`config.mk`:
```
export PLATFORM = sky130hd
export DESIGN_NAME = branch_predict_unit
export DESIGN_NICKNAME = d
export VERILOG_FILES = /design/src/rtl/branch_predict_unit.sv
export SDC_FILE = /design/constraint.sdc
export NUM_CORES = 2
export LEC_CHECK = 0
export ABC_CLOCK_PERIOD_IN_PS = 14000
export BUFFER_PORTS_ARGS = -buffer_cell sky130_fd_sc_hd__buf_2
export CAP_MARGIN = 15
export CORE_ASPECT_RATIO = 0.9
export CORE_UTILIZATION = 50
export CTS_CLUSTER_SIZE = 8
export DETAILED_ROUTE_END_ITERATION = 8
export MAX_ROUTING_LAYER = met4
export PLACE_DENSITY_LB_ADDON = 0.1
export SETUP_SLACK_MARGIN = 0.02
export SLEW_MARGIN = 20
export SYNTH_ARGS = -nofsm -noshare
export SYNTH_HDL_FRONTEND = slang
export SYNTH_SLANG_ARGS = --single-unit
```
`constraint.sdc`:
```
create_clock -name clk_i -period 14 [get_ports clk_i]
set_input_delay 1.4 -clock clk_i [delete_from_list [all_inputs] [get_ports clk_i]]
set_output_delay 1.4 -clock clk_i [all_outputs]
set_load 0.05 [all_outputs]
```
`src/rtl/branch_predict_unit.sv`:
```
// Direct-mapped branch target buffer with 2-bit saturating direction counters for the IF stage.
// Optional update/mispredict counters are enabled by defining BPU_STATS_EN.
module branch_predict_unit #(
  parameter int unsigned ENTRIES = 16,
  parameter int unsigned ADDR_W  = 32
) (
  input  logic              clk_i,
  input  logic              rst_i,
  input  logic [ADDR_W-1:0] pc_i,
  output logic              pred_taken_o,
  output logic [ADDR_W-1:0] pred_next_pc_o,
  output logic              hit_o,
  input  logic              upd_valid_i,
  input  logic [ADDR_W-1:0] upd_pc_i,
  input  logic              upd_taken_i,
  input  logic [ADDR_W-1:0] upd_target_i,
  input  logic              upd_pred_taken_i,
  input  logic              inv_i,
  output logic [31:0]       stat_upd_o,
  output logic [31:0]       stat_mis_o
);

  localparam int unsigned IDX_W = $clog2(ENTRIES);
  localparam int unsigned TAG_W = ADDR_W - IDX_W - 2;

  logic              valid_q  [ENTRIES];
  logic [TAG_W-1:0]  tag_q    [ENTRIES];
  logic [ADDR_W-1:0] target_q [ENTRIES];
  logic [1:0]        ctr_q    [ENTRIES];

  // Lookup: purely combinational from registered table state
  logic [IDX_W-1:0] lk_idx;
  logic [TAG_W-1:0] lk_tag;

  always_comb begin
    lk_idx         = pc_i[IDX_W+1:2];
    lk_tag         = pc_i[ADDR_W-1:IDX_W+2];
    hit_o          = valid_q[lk_idx] && (tag_q[lk_idx] == lk_tag);
    pred_taken_o   = hit_o && ctr_q[lk_idx][1];
    pred_next_pc_o = pred_taken_o ? target_q[lk_idx] : pc_i + ADDR_W'(4);
  end

  // Update path: decide what, if anything, is written into the indexed entry
  logic [IDX_W-1:0]  upd_idx;
  logic [TAG_W-1:0]  upd_tag;
  logic              upd_hit;
  logic              accept;
  logic              wr_en;
  logic [ADDR_W-1:0] wr_target;
  logic [1:0]        wr_ctr;

  always_comb begin
    upd_idx   = upd_pc_i[IDX_W+1:2];
    upd_tag   = upd_pc_i[ADDR_W-1:IDX_W+2];
    upd_hit   = valid_q[upd_idx] && (tag_q[upd_idx] == upd_tag);
    accept    = upd_valid_i && !inv_i;
    wr_en     = 1'b0;
    wr_target = target_q[upd_idx];
    wr_ctr    = ctr_q[upd_idx];
    if (accept) begin
      if (upd_hit) begin
        wr_en = 1'b1;
        if (upd_taken_i) begin
          wr_target = upd_target_i;
          if (ctr_q[upd_idx] != 2'b11) wr_ctr = ctr_q[upd_idx] + 2'd1;
        end else begin
          if (ctr_q[upd_idx] != 2'b00) wr_ctr = ctr_q[upd_idx] - 2'd1;
        end
      end else if (upd_taken_i) begin
        // Allocate weakly taken, evicting any aliasing occupant
        wr_en     = 1'b1;
        wr_target = upd_target_i;
        wr_ctr    = 2'b10;
      end
    end
  end

  always_ff @(posedge clk_i or negedge rst_i) begin
    if (!rst_i) begin
      for (int i = 0; i < int'(ENTRIES); i++) begin
        valid_q[i]  <= 1'b0;
        tag_q[i]    <= '0;
        target_q[i] <= '0;
        ctr_q[i]    <= 2'b00;
      end
    end else if (inv_i) begin
      for (int i = 0; i < int'(ENTRIES); i++) begin
        valid_q[i] <= 1'b0;
      end
    end else if (wr_en) begin
      valid_q[upd_idx]  <= 1'b1;
      tag_q[upd_idx]    <= upd_tag;
      target_q[upd_idx] <= wr_target;
      ctr_q[upd_idx]    <= wr_ctr;
    end
  end

`ifdef BPU_STATS_EN
  logic [31:0] stat_upd_q, stat_mis_q;

  // Saturating counters; invalidate leaves them alone
  always_ff @(posedge clk_i or negedge rst_i) begin
    if (!rst_i) begin
      stat_upd_q <= '0;
      stat_mis_q <= '0;
    end else if (accept) begin
      if (stat_upd_q != '1) stat_upd_q <= stat_upd_q + 32'd1;
      if ((upd_pred_taken_i != upd_taken_i) && (stat_mis_q != '1)) begin
        stat_mis_q <= stat_mis_q + 32'd1;
      end
    end
  end

  assign stat_upd_o = stat_upd_q;
  assign stat_mis_o = stat_mis_q;
`else
  logic unused_pred_taken;
  assign unused_pred_taken = upd_pred_taken_i;
  assign stat_upd_o = '0;
  assign stat_mis_o = '0;
`endif

  logic unused_upd_pc_lsbs;
  assign unused_upd_pc_lsbs = ^upd_pc_i[1:0];

endmodule

```
==> Yosys cells after proc, flatten, opt, wreduce, memory -nomap -nowiden <==
Index checks and enable logic that the tools add are counted.
{ "word_totals": {"regBits": 976, "inputBits": 102, "output_inout_bits": 98} }
{ "classes": {"addsub": 3, "magnitude_cmp": 3, "eq_ne": 3, "mux": 49, "n_bitwise": 4, "n_reduce_logical": 9} }
{ "ops": {"columns": ["op", "n"], "rows": [
  ["512-bit bitwise mux", 1],
  ["416-bit bitwise mux", 1],
  ["32-bit binary-select mux with 4-bit select", 2],
  ["32-bit two-way mux", 8],
  ["26-bit binary-select mux with 4-bit select", 2],
  ["26-bit two-way mux", 5],
  ["32-bit demux with 4-bit select", 1],
  ["26-bit demux with 4-bit select", 1],
  ["26-bit equality test", 2],
  ["32-bit by 3-bit adder with 32-bit output (second input constant)", 1],
  ["32-bit bitwise mux", 1],
  ["16-bit two-way mux", 2],
  ["2-bit two-way mux", 11],
  ["2-bit binary-select mux with 4-bit select", 2],
  ["16-bit OR", 1],
  ["5-bit greater-or-equal comparator (second input constant)", 2],
  ["4-bit inverter with 5-bit output", 2],
  ["1-bit binary-select mux with 4-bit select", 2],
  ["2-bit demux with 4-bit select", 1],
  ["1-bit two-way mux", 8],
  ["1-bit logical AND", 5],
  ["5-bit by 1-bit less-than comparator with 1-bit output (second input constant)", 1],
  ["1-bit demux with 4-bit select", 1],
  ["2-bit nonzero test", 2],
  ["6 further kinds", 6]
]} }

==> Depth between registers and ports, before layout <==
{ "depth": {"depth_word": 10, "ltp_mapped": 17} }

==> Least setup slack after synthesis <==
Ideal clock, no wire load.
{ "synth_path": {"kind": "input to output", "from": "input pc_i[2]", "to": "output pred_next_pc_o[14]", "arrival_ns": 5.619, "required_ns": 12.600, "slack_ns": 6.981, "path_stages": 13, "path_buffers": 4, "path_cell_list": "buf_2 buf_2 buf_1 mux4_2 mux2i_1 mux2i_1 xor2_1 nor4_1 nand3_1 nor4_1 clkbuf_1 nand3_1 o21ai_0"} }
{ "synth_between": {"elab_chain_cells": 8} }
{ "synth_rtl": {"columns": ["element", "line", "source"], "rows": [
  ["start, declared", "9", "input logic [ADDR_W-1:0] pc_i,"],
  ["4-bit inverter with 5-bit output (implied by the code) *", "38", "hit_o = valid_q[lk_idx] && (tag_q[lk_idx] == lk_tag);"],
  ["26-bit binary-select mux with 4-bit select", "38", null],
  ["26-bit two-way mux (implied by the code) (2 in series)", "38", null],
  ["26-bit equality test", "38", null],
  ["1-bit logical AND *", "38", null],
  ["named net hit_o", "12", "output logic hit_o,"],
  ["1-bit logical AND *", "39", "pred_taken_o = hit_o && ctr_q[lk_idx][1];"],
  ["32-bit two-way mux *", "40", "pred_next_pc_o = pred_taken_o ? target_q[lk_idx] : pc_i + ADDR_W'(4);"],
  ["end, declared", "11", "output logic [ADDR_W-1:0] pred_next_pc_o,"]
]} }
Mark *: on every way through the listed nets, which the timed path passes. The rest lies on a longest branch. The select of a mux whose other input is x is not followed.

==> Worst setup path in the final report <==
{ "layout_path": {"from": "input pc_i[2]", "to": "output pred_next_pc_o[16]"} }
{ "layout_between": {"elab_chain_cells": 8} }
{ "layout_rtl": {"columns": ["element", "line"], "rows": [
  ["4-bit inverter with 5-bit output (implied by the code)", "38, 39, 40"],
  ["26-bit binary-select mux with 4-bit select", "38"],
  ["26-bit two-way mux (implied by the code) (2 in series)", "38"],
  ["26-bit equality test", "38"],
  ["1-bit logical AND", "38"],
  ["1-bit logical AND", "39"],
  ["32-bit two-way mux *", "40"]
]} }
Every way passes the cells marked *; elsewhere a longest branch is shown, timed or not. The select of a mux whose other input is x is not followed.

==> run metrics <==
status=completed; final setup TNS=0 ns; total of max-cap violations=0; # hold bufs at CTS=0; Root Driver=clkbuf_16; Critical Path Source Type=primary input; vias in the first global route=35700; RR Endpoint=tag_q[26]; pwr/cell area=~120 mW/mm2; Clock Latency Late Sink=approximately 0.74 ns; ys flop type=dfrtp_1; VDD IR-drop max=0.115 mV; CP max-delay cell=and2_2; critical path capture point type=output pin; # setup viols final=0; Reg power frac=a little over two fifths; critical path's largest stage delay=between 0.8 and 0.9 ns; CTS tree=yes; post-route setup slack=~5.4 ns; Post-synth EDFFs=0; Hold Path Class=reg2reg; initial antenna violation count=16; Layout area overhead=9.55%; worst r2r src=tag_q[159]; CP required=12.60 ns; Resize count post-CTS=0; hold slack=0.491 ns; Final #Nets=3576; die height=314 um; Synth area leaders=dfrtp_1 (45%), mux4_2 (22%), mux2_2 (12%); H-tree depth=4; Reg2Reg Depth=12; Combinational Power Share=approximately 14%; crit path kind=in2out; layout cell share with drive strength beyond 1=42.6%; share of total power in the clock network=a little over two fifths; P_leak=around 27 nW; most frequent cells in the layout=dfrtp_1 (976), mux2_2 (572), mux4_2 (539), mux2_1 (428), clkbuf_16 (150); # IOs=200; final critical-path share of the clock period=61.8%; non-filler cells in the finished layout=4933; Tot GR Track Use=~31%; mapped cell area=0.0540 mm2; register bit total from synthesis=976; DR DRC count=0; largest net degree at the start of global routing=roughly 160; WHS Path Cells=1; Buf/Inv on CP=4; die area=0.109 mm2; Setup Buffers After CTS=0; DRT Pass-1 Iters=7; # rows=113; IO Port Bufs=132; initial DRC count=2854; fmax=116 MHz; Place WS=5.29 ns; clk sinks=~980; final hold violation count=0; Max Root-Sink Buffers=3; switching portion of total power=around a quarter; min-delay src=ctr_q[12]; cell internal pwr=5.39 mW; Cells after DPL=roughly 4800; Reg2Reg Setup Slack=approximately 8.2 ns; Initial Util=50.8%; post-synth cell types=61; # fillers=between 8000 and 9000; CP most frequent cell=mux4_2; CP top delay family=buffers and inverters; overall routed net length=162000 um; yosys warns=0; Critical Path Fanout Max=71; Slew HR=19.9%; clock-pin slew on the worst setup and hold paths=0.05 ns; Mapped Avg Cell Area=15.5 um2; most common library cell in the layout ignoring fill and taps=dfrtp_1; CP Cell Sequence=buf_8, buf_12, mux4_2, mux4_2, xnor2_1, nand2_1, or4_1, nor4_2, buf_4, and2_2, o21ai_0, buf_2; vias=33200; detailed placement HPWL=94600 um; vias per cell=between 6 and 7; multiplexer share of the synthesized area=45.3%; Die Wd=approximately 350 um; first-pass GRT wire length=between 200000 and 250000 um; CORE AREA=0.106 mm2; Worst Hold End=ctr_q[12]; P_sw=1.92 mW; largest family of logic cells by synthesized area=multiplexers; Post-Synthesis Cells=3484; critical path arrival=slightly above 7 ns; adder-cell area share of the yosys netlist=less than 1%; Slew @ Worst Pin=1.20 ns; compound-cell area share of the yosys netlist=about 1.8%; cell accounting for the most synthesized area=dfrtp_1; grt ovf=0; RSZ-0062 raised after global routing=no; CTS buffer count=140; max-slew violations=0; Final ANT Viol Nets=0; Yosys top cell area share=45.3%; simple-gate share of the synthesized area=2.22%; min cycle time layout=8.65 ns; skew final=approximately 0.030 ns; XOR/XNOR Fraction of Synth Area=1.44%; register area share after synthesis=45.3%; wire per inst=~33 um; asr flop ratio synth=100%; Final Wtd Congestion=around 0.87; total power=7.31 mW
[flip-flops by register name (all words and copies together), names as in the netlist]
signal,count
ctr_q,32
tag_q,416
valid_q,16
target_q,512
[how the worst max path moves through the flow]
stage / start / endpoint / cells past startpoint
detailed placement: upd_pc_i[3] / tag_q[26] / 14
floorplan: pc_i[2] / pred_next_pc_o[14] / 13
global placement: upd_pc_i[3] / tag_q[51] / 14
finish: pc_i[2] / pred_next_pc_o[16] / 12
global route: pc_i[2] / pred_next_pc_o[16] / 12
CTS: pc_i[2] / pred_next_pc_o[16] / 12
[routing by layer]
metal | track usage (%) | part of all wire, %
met2 | 46.4 | 47
met4 | 9.99 | 3.0
met5 | - | 0
met1 | 43.6 | 43
met3 | 6.34 | 7.4
[stage by stage]
stage	utilization (%)	instance area, um2
2_1_floorplan	-	54200
3_3_place_gp	52.0	55200
3_5_place_dp	52.0	55200
4_1_cts	55.6	59100
5_1_grt	55.7	59100
6_report	55.7	59100
[power groups by stage]
| stage | clock network, mW | logic (mW) | registers (mW) |
|---|---|---|---|
| detailed placement | 0 | 1.02 | 3.25 |
| global placement | 0 | 0.989 | 3.22 |
| finish | 3.08 | 1.02 | 3.21 |
| global route | 3.25 | 1.08 | 3.24 |
| floorplan | 0 | 0.740 | 3.19 |
| CTS | 3.13 | 1.02 | 3.21 |
[synth_stat cells, drive strengths merged (6+ instances only)]
cell	n
and3	15
and2	6
nor2b	19
o2bb2ai	11
a31oi	8
nand2b	9
o32ai	6
nand2	67
nand3	42
inv	25
mux2i	103
a22oi	11
and4	6
o21ai	16
nand4	9
buf	273
nor2	17
xnor2	64
clkbuf	132
mux2	1000
a22o	7
mux4	539
dfrtp	976
xor2	25
a211oi	15
a21oi	24
[final cells by class]
type	instances	area (um2)	share of cell area, %
Inverter	25	96.3	0.163
Multi-Input combinational cell	2141	27700	46.9
Sequential cell	976	24400	41.3
Timing Repair Buffer	189	1230	2.07
Tap cell	1437	1800	3.04
Clock buffer	152	3760	6.36
Clock inverter	5	62.6	0.106
Antenna cell	8	20.0	0.0339
[cell families (layout without fill, tap and decap cells)]
group                      count (synthesis)  in the layout
adders and majority gates                  1              1
AOI/OAI and AO/OA                        133            133
xor gates and xnor gates                  89             89
buffers and inverters                    430            371
and+or+nand+nor                          212            212
muxes                                   1642           1642
DFF                                      976            976
other                                      1             72
Note: power is estimated with default switching activity, not from simulation.
